## src/rtl/ram_arbiter.sv

```systemverilog
// Two-master arbiter for the shared single-port data RAM.
// Arbitrates A/B, drives one RAM access cycle, then returns read data with a done pulse.
module ram_arbiter #(
    parameter int unsigned ADDR_W     = 8,
    parameter int unsigned DATA_W     = 16,
    parameter int unsigned ARB_MODE   = 0,
    parameter int unsigned STARVE_MAX = 4
) (
    input  logic              clk,
    input  logic              rst,
    input  logic              a_req,
    input  logic              a_we,
    input  logic [ADDR_W-1:0] a_addr,
    input  logic [DATA_W-1:0] a_wdata,
    output logic              a_gnt,
    output logic              a_done,
    output logic [DATA_W-1:0] a_rdata,
    input  logic              b_req,
    input  logic              b_we,
    input  logic [ADDR_W-1:0] b_addr,
    input  logic [DATA_W-1:0] b_wdata,
    output logic              b_gnt,
    output logic              b_done,
    output logic [DATA_W-1:0] b_rdata,
    output logic              ram_cs,
    output logic              ram_re,
    output logic              ram_we,
    output logic [ADDR_W-1:0] ram_addr,
    output logic [DATA_W-1:0] ram_data_out,
    input  logic [DATA_W-1:0] ram_data_in
);

    localparam int unsigned CNT_W = 4;

    typedef enum logic [1:0] {
        S_IDLE   = 2'd0,
        S_ACCESS = 2'd1,
        S_RESP   = 2'd2
    } state_t;

    state_t             r_state;
    state_t             w_state_nxt;
    logic               r_last_b;
    logic               r_owner_b;
    logic               r_we;
    logic [CNT_W-1:0]   r_starve;
    logic [CNT_W-1:0]   w_starve_nxt;
    logic               w_pick_b;
    logic               w_win_a;
    logic               w_win_b;
    logic               w_we_sel;
    logic [ADDR_W-1:0]  w_addr_sel;
    logic [DATA_W-1:0]  w_wdata_sel;

    // Next state, winner selection and starvation counter update
    always_comb begin
        w_state_nxt  = r_state;
        w_win_a      = 1'b0;
        w_win_b      = 1'b0;
        w_starve_nxt = r_starve;

        if (ARB_MODE == 0) begin
            w_pick_b = b_req && (!a_req || !r_last_b);
        end else begin
            w_pick_b = b_req && (!a_req || (r_starve == CNT_W'(STARVE_MAX)));
        end

        case (r_state)
            S_IDLE, S_RESP: begin
                if (a_req || b_req) begin
                    w_state_nxt = S_ACCESS;
                    if (w_pick_b) begin
                        w_win_b = 1'b1;
                    end else begin
                        w_win_a = 1'b1;
                    end
                end else begin
                    w_state_nxt = S_IDLE;
                end
            end
            S_ACCESS: w_state_nxt = S_RESP;
            default:  w_state_nxt = S_IDLE;
        endcase

        if (w_win_b) begin
            w_starve_nxt = '0;
        end else if (w_win_a && b_req && (r_starve < CNT_W'(STARVE_MAX))) begin
            w_starve_nxt = r_starve + CNT_W'(1);
        end

        w_we_sel    = w_win_b ? b_we    : a_we;
        w_addr_sel  = w_win_b ? b_addr  : a_addr;
        w_wdata_sel = w_win_b ? b_wdata : a_wdata;
    end

    always_ff @(posedge clk or negedge rst) begin
        if (!rst) begin
            r_state <= S_IDLE;
        end else begin
            r_state <= w_state_nxt;
        end
    end

    // Command latch, RAM strobes and response outputs
    always_ff @(posedge clk or negedge rst) begin
        if (!rst) begin
            r_last_b     <= 1'b1;
            r_owner_b    <= 1'b0;
            r_we         <= 1'b0;
            r_starve     <= '0;
            a_gnt        <= 1'b0;
            b_gnt        <= 1'b0;
            a_done       <= 1'b0;
            b_done       <= 1'b0;
            a_rdata      <= '0;
            b_rdata      <= '0;
            ram_cs       <= 1'b0;
            ram_re       <= 1'b0;
            ram_we       <= 1'b0;
            ram_addr     <= '0;
            ram_data_out <= '0;
        end else begin
            a_gnt    <= w_win_a;
            b_gnt    <= w_win_b;
            a_done   <= (r_state == S_ACCESS) && !r_owner_b;
            b_done   <= (r_state == S_ACCESS) && r_owner_b;
            ram_cs   <= w_win_a || w_win_b;
            ram_re   <= (w_win_a || w_win_b) && !w_we_sel;
            ram_we   <= (w_win_a || w_win_b) && w_we_sel;
            r_starve <= w_starve_nxt;

            if (w_win_a || w_win_b) begin
                r_last_b  <= w_win_b;
                r_owner_b <= w_win_b;
                r_we      <= w_we_sel;
                ram_addr  <= w_addr_sel;
                if (w_we_sel) begin
                    ram_data_out <= w_wdata_sel;
                end
            end

            if ((r_state == S_ACCESS) && !r_we) begin
                if (r_owner_b) begin
                    b_rdata <= ram_data_in;
                end else begin
                    a_rdata <= ram_data_in;
                end
            end
        end
    end

endmodule

```

## config.mk

```make
export PLATFORM = sky130hd
export DESIGN_NAME = ram_arbiter
export DESIGN_NICKNAME = d
export VERILOG_FILES = /design/src/rtl/ram_arbiter.sv
export SDC_FILE = /design/constraint.sdc
export NUM_CORES = 1
export LEC_CHECK = 0
export CAP_MARGIN = 20
export CORE_ASPECT_RATIO = 1.25
export CORE_MARGIN = 3
export CORE_UTILIZATION = 41
export DETAILED_ROUTE_END_ITERATION = 8
export HOLD_SLACK_MARGIN = 0.15
export PLACE_DENSITY = 0.79
export SKIP_CTS_REPAIR_TIMING = 1
export SYNTH_ARGS = -nofsm -noshare
export SYNTH_HDL_FRONTEND = slang
export SYNTH_SLANG_ARGS = --single-unit
export TNS_END_PERCENT = 5
```

## constraint.sdc

```tcl
create_clock -name clk -period 2.01 [get_ports clk]
set_clock_uncertainty 0.1 [all_clocks]
set_input_delay 0.402 -clock clk [delete_from_list [all_inputs] [get_ports clk]]
set_output_delay 0.402 -clock clk [all_outputs]
set_load 0.01 [all_outputs]
```

# After elaboration in Yosys (flattened, before gate mapping)
# Cells that the tools add are included.
[totals] register_bits=68 inputBits=70 output_inout_bits=63
[op_classes] eq_ne=2 muxes=11 bitwise=1 reduce_logical=19
[ops] op="$mux 16" count=1
[ops] op="$mux 1" count=8
[ops] op="$mux 8" count=1
[ops] op="$logic_and 1x1->1" count=6
[ops] op="$reduce_and 2->1" count=3
[ops] op="$logic_not 1->1" count=5
[ops] op="$pmux 2 s2" count=1
[ops] op="$logic_or 1x1->1" count=3
[ops] op="$eq 2x1->1 const B" count=1
[ops] op="$eq 2x2->1 const B" count=1
[ops] op="$logic_not 2->1" count=1
[ops] op="$reduce_or 2->1" count=1
[ops] op="$not 1->1" count=1

# Logic depth before layout (Yosys ltp)
[logic_depth] ltp_word=9 ltp_mapped=7 depth_no_buf=5

# Worst setup path before layout
# No wires, ideal clock.
[synth_timing] path_type="reg-to-reg" from="register r_state[0]" to="register ram_data_out[10]" setup_time_ns=0.125 arrival_time_ns=1.513 required_time_ns=1.785 path_slack_ns=0.272 stages_incl_launch_ff=6 path_buffers=2 period_less_slack_ns=1.738 cell_sequence="dfrtp_1 -> a211oi_2 -> buf_6 -> buf_6 -> mux2_4 -> mux2_4"
[synth_via] elab_chain_cells=5 elab_cells_between_ends=9
[synth_lines] item="start, declared" line="41" text="state_t r_state;"
[synth_lines] item="start signal, assigned" line="100" text="r_state <= w_state_nxt;"
[synth_lines] item="$eq 2x2->1 or $logic_not 2->1 (tied branches)" line="68" text="case (r_state)"
[synth_lines] item="$reduce_or 2->1 *" line="68"
[synth_lines] item="$mux 1" line="68"
[synth_lines] item="$mux 1 or $logic_or 1x1->1 (tied branches)" line="91, 132"
[synth_lines] item="$reduce_and 2->1 (no line)"
[synth_lines] item="end signal, assigned" line="138" text="ram_data_out <= w_wdata_sel;"
[synth_lines] item="end, declared" line="29" text="output logic [DATA_W-1:0] ram_data_out,"
# Every way passes the cells marked *; elsewhere a longest branch is shown, timed or not.
# A chain may end at the register's enable or synchronous reset.

# Worst setup path after layout
[layout_timing] from="input b_req" to="register ram_data_out[4]"
[layout_via] elab_chain_cells=6 elab_cells_between_ends=12
[layout_lines] item="start, declared" line="18" text="input logic b_req,"
[layout_lines] item="$logic_and 1x1->1" line="63" text="w_pick_b = b_req && (!a_req || !r_last_b);"
[layout_lines] item="$mux 1" line="72" text="if (w_pick_b) begin"
[layout_lines] item="$mux 1" line="70" text="if (a_req || b_req) begin"
[layout_lines] item="$mux 1" line="68"
[layout_lines] item="$mux 1 or $logic_or 1x1->1 (tied branches)" line="91, 132"
[layout_lines] item="$reduce_and 2->1 (no line)"
# Parallel ways exist; a longest one is shown, timed or not.

==> metrics.txt <==
FMAX=516 MHz; max_cap viols=0; min Tclk post-route=1.94 ns; Crit Path Category=input port to flop; Slew @ Worst Pin=~0.3 ns; number of flops mapped to enable cells by yosys=0; Worst EP arrival=2.06 ns; vias per cell=4.71; post-synthesis mux area share=28.8%; count leader, synth=dfrtp_1; GRT Residual Overflow=0; Clock Tree Buf Depth=2; worst hold path class=input port to asynchronous set/reset pin; fin nets=413; Die Footprint=8200 um^2; Buf/Inv on CP=3; synth top area cells=dfrtp_1 57%, mux2_2 15%, mux2_4 14%; Initial Util=43.5%; Starting DRT DRC Count=62; DR WL/cell=15.4 um; Setup crit start kind=input port; CTS tree=built; Distinct cells, synth=25; ys flop type=dfrtp_1; GR Util met2=28.0%; CTS root buf=clkbuf_8; Port Buf Inserts=132; cell area after synthesis=2930 um^2; global-route wire length before repair=10.7 mm; Syn. warnings=0; initial antenna violation count=0; Hold Vio Cnt, Final=0; CP required=2.13 ns; Synth Area in Compound Gates=4.02%; diode count=0; Initial DRT Pass Iterations=4; Pwr per Cell Area=1200 nW/um^2; Die Width=81.6 um; Clock Latency Late Sink=0.32 ns; DR vias=2048; worst slack at placement=-0.289 ns; # clock sinks=between 60 and 70; Adder-Cell Fraction of Synth Area=0%; worst-path fanout max=8; top-area cell type share of the netlist area=57.3%; vias in the first global route=2219; P&R area growth vs syn=57.9%; max_slew headroom=79.5%; Synth Register Bits=68; Pleak=slightly below 2 nW; Top Usage Layer GRT=met2; met3 usage=between 4 and 5%; H-tree depth reported by CTS=3; critical path's top delay family=buffers and inverters; max-slew violations=0; Simple-Gate Fraction of Synth Area=4.83%; status=finished, final reports clean; Reg clk slew, reported paths=0.07 ns; endpoints failing setup=0; Final WS setup=0.0712 ns; Post-Synthesis Cells=196; fin crit share=96.5%; row cnt=33; largest net degree at the start of global routing=42; share of layout cells above drive strength 1=30.5%; syn nets=266; Die H=100 um; drt total wl=approximately 6.7 mm; DRC viols=0; routing usage on met1=21.3%; Final ANT Viol Nets=0; Post-Synth XOR/XNOR Area=0%; worst vdd ir=0.000534 V; area leader, netlist=dfrtp_1; Total Neg Setup Slack=0 ns; Most Frequent Cell on Critical Path=mux2_2; Worst setup EP type=flop; hpwl dp=about 5.2 mm; Synth top cells by count=67 x dfrtp_1, 39 x mux2_2, 27 x mux2_4, 11 x nor2_1; routability cong.=0.749; cells along the critical path=clkdlybuf4s50_1, inv_1, a211oi_4, buf_4, mux2_2, mux2_2; CP max stage cell=clkdlybuf4s50_1; core area=6730 um^2; ys async rst share=100%; Seq/Total Area, Yosys=58.2%; critical path's largest stage delay=0.48 ns; GRT Resource Usage Total=17.0%; largest family of logic cells by synthesized area=multiplexers; I/O pin count=133; Pwr Total=5.56 mW; total CTS buffers=9; syn_area_per_cell=14.9 um^2; RSZ-0062 raised after global routing=no
per-layer routing:
metal / up-vias / wire (um)
li1: 970 / -
met1: 969 / 2660
met2: 96 / 3370
met3: 13 / 552
met4: 0 / 99
met5: - / 0
power breakdown:
part           switching [mW]  internal (mW)
logic                   0.757           1.52
registers               0.287           1.88
clock network           0.474          0.637
total                    1.52           4.04
worst reg2reg max path, stage by stage (launching register included):
cell and delay, ns:
dfrtp_1 0.42, a211oi_4 0.34, buf_4 0.23, mux2_2 0.34
mux2_2 0.27
cell type report:
type | count | area [um^2]
Multi-Input combinational cell | 113 | 1110
Inverter | 4 | 15.0
Clock buffer | 12 | 155
Tap cell | 87 | 109
Clock inverter | 4 | 47.5
Timing Repair Buffer | 147 | 1480
Fill cell | 507 | 2110
Sequential cell | 68 | 1700
through the flow:
step,hold WS (ns),cells,instance area [um^2],util (%)
floorplan,0.00641,196,2930,-
detailed placement,0.185,418,4410,65.5
global placement,0.178,418,4410,65.5
global route,0.371,435,4620,68.7
CTS,-0.177,434,4610,68.5
finish,0.371,435,4620,68.7
final timing paths:
| path | slack [ns] | cells past startpoint | endpoint | from |
|---|---|---|---|---|
| worst max-delay path | 0.07 | 6 | ram_data_out[4] | b_req |
| worst min-delay path | 0.37 | 2 | a_rdata[5] | rst |
| worst max register to register | 0.21 | 4 | ram_data_out[4] | r_state[0] |
| worst min register to register | 0.39 | 2 | ram_addr[3] | ram_addr[3] |
| max in group asynchronous | 0.88 | 3 | r_last_b | rst |
| min in group clk | 0.39 | 2 | ram_addr[3] | ram_addr[3] |
flip-flops by register name (all words and copies together) (netlist names):
signal	flops
b_done	1
ram_data_out	16
r_we	1
r_state	2
a_done	1
ram_addr	8
r_owner_b	1
b_gnt	1
a_gnt	1
ram_cs	1
ram_we	1
b_rdata	16
r_last_b	1
a_rdata	16
ram_re	1
placed cells by master (no fill, tap or decap), types with 2 or more instances in the layout:
master	n
clkdlybuf4s50_1	131
dfrtp_1	67
mux2_2	39
mux2_4	27
nor2_1	11
clkbuf_8	11
buf_4	10
a21oi_1	8
nand2_1	8
o21ai_1	8
buf_12	4
inv_2	2
inv_1	2
a21o_1	2
clkinv_2	2
cell families (layout without fill, tap and decap cells):
| group | count (synthesis) | count (layout) |
|---|---|---|
| AOI/OAI and AO/OA | 20 | 20 |
| DFF | 68 | 68 |
| buffers and inverters | 15 | 167 |
| muxes | 66 | 66 |
| and+or+nand+nor | 27 | 27 |
(Power assumes the default switching activity.)
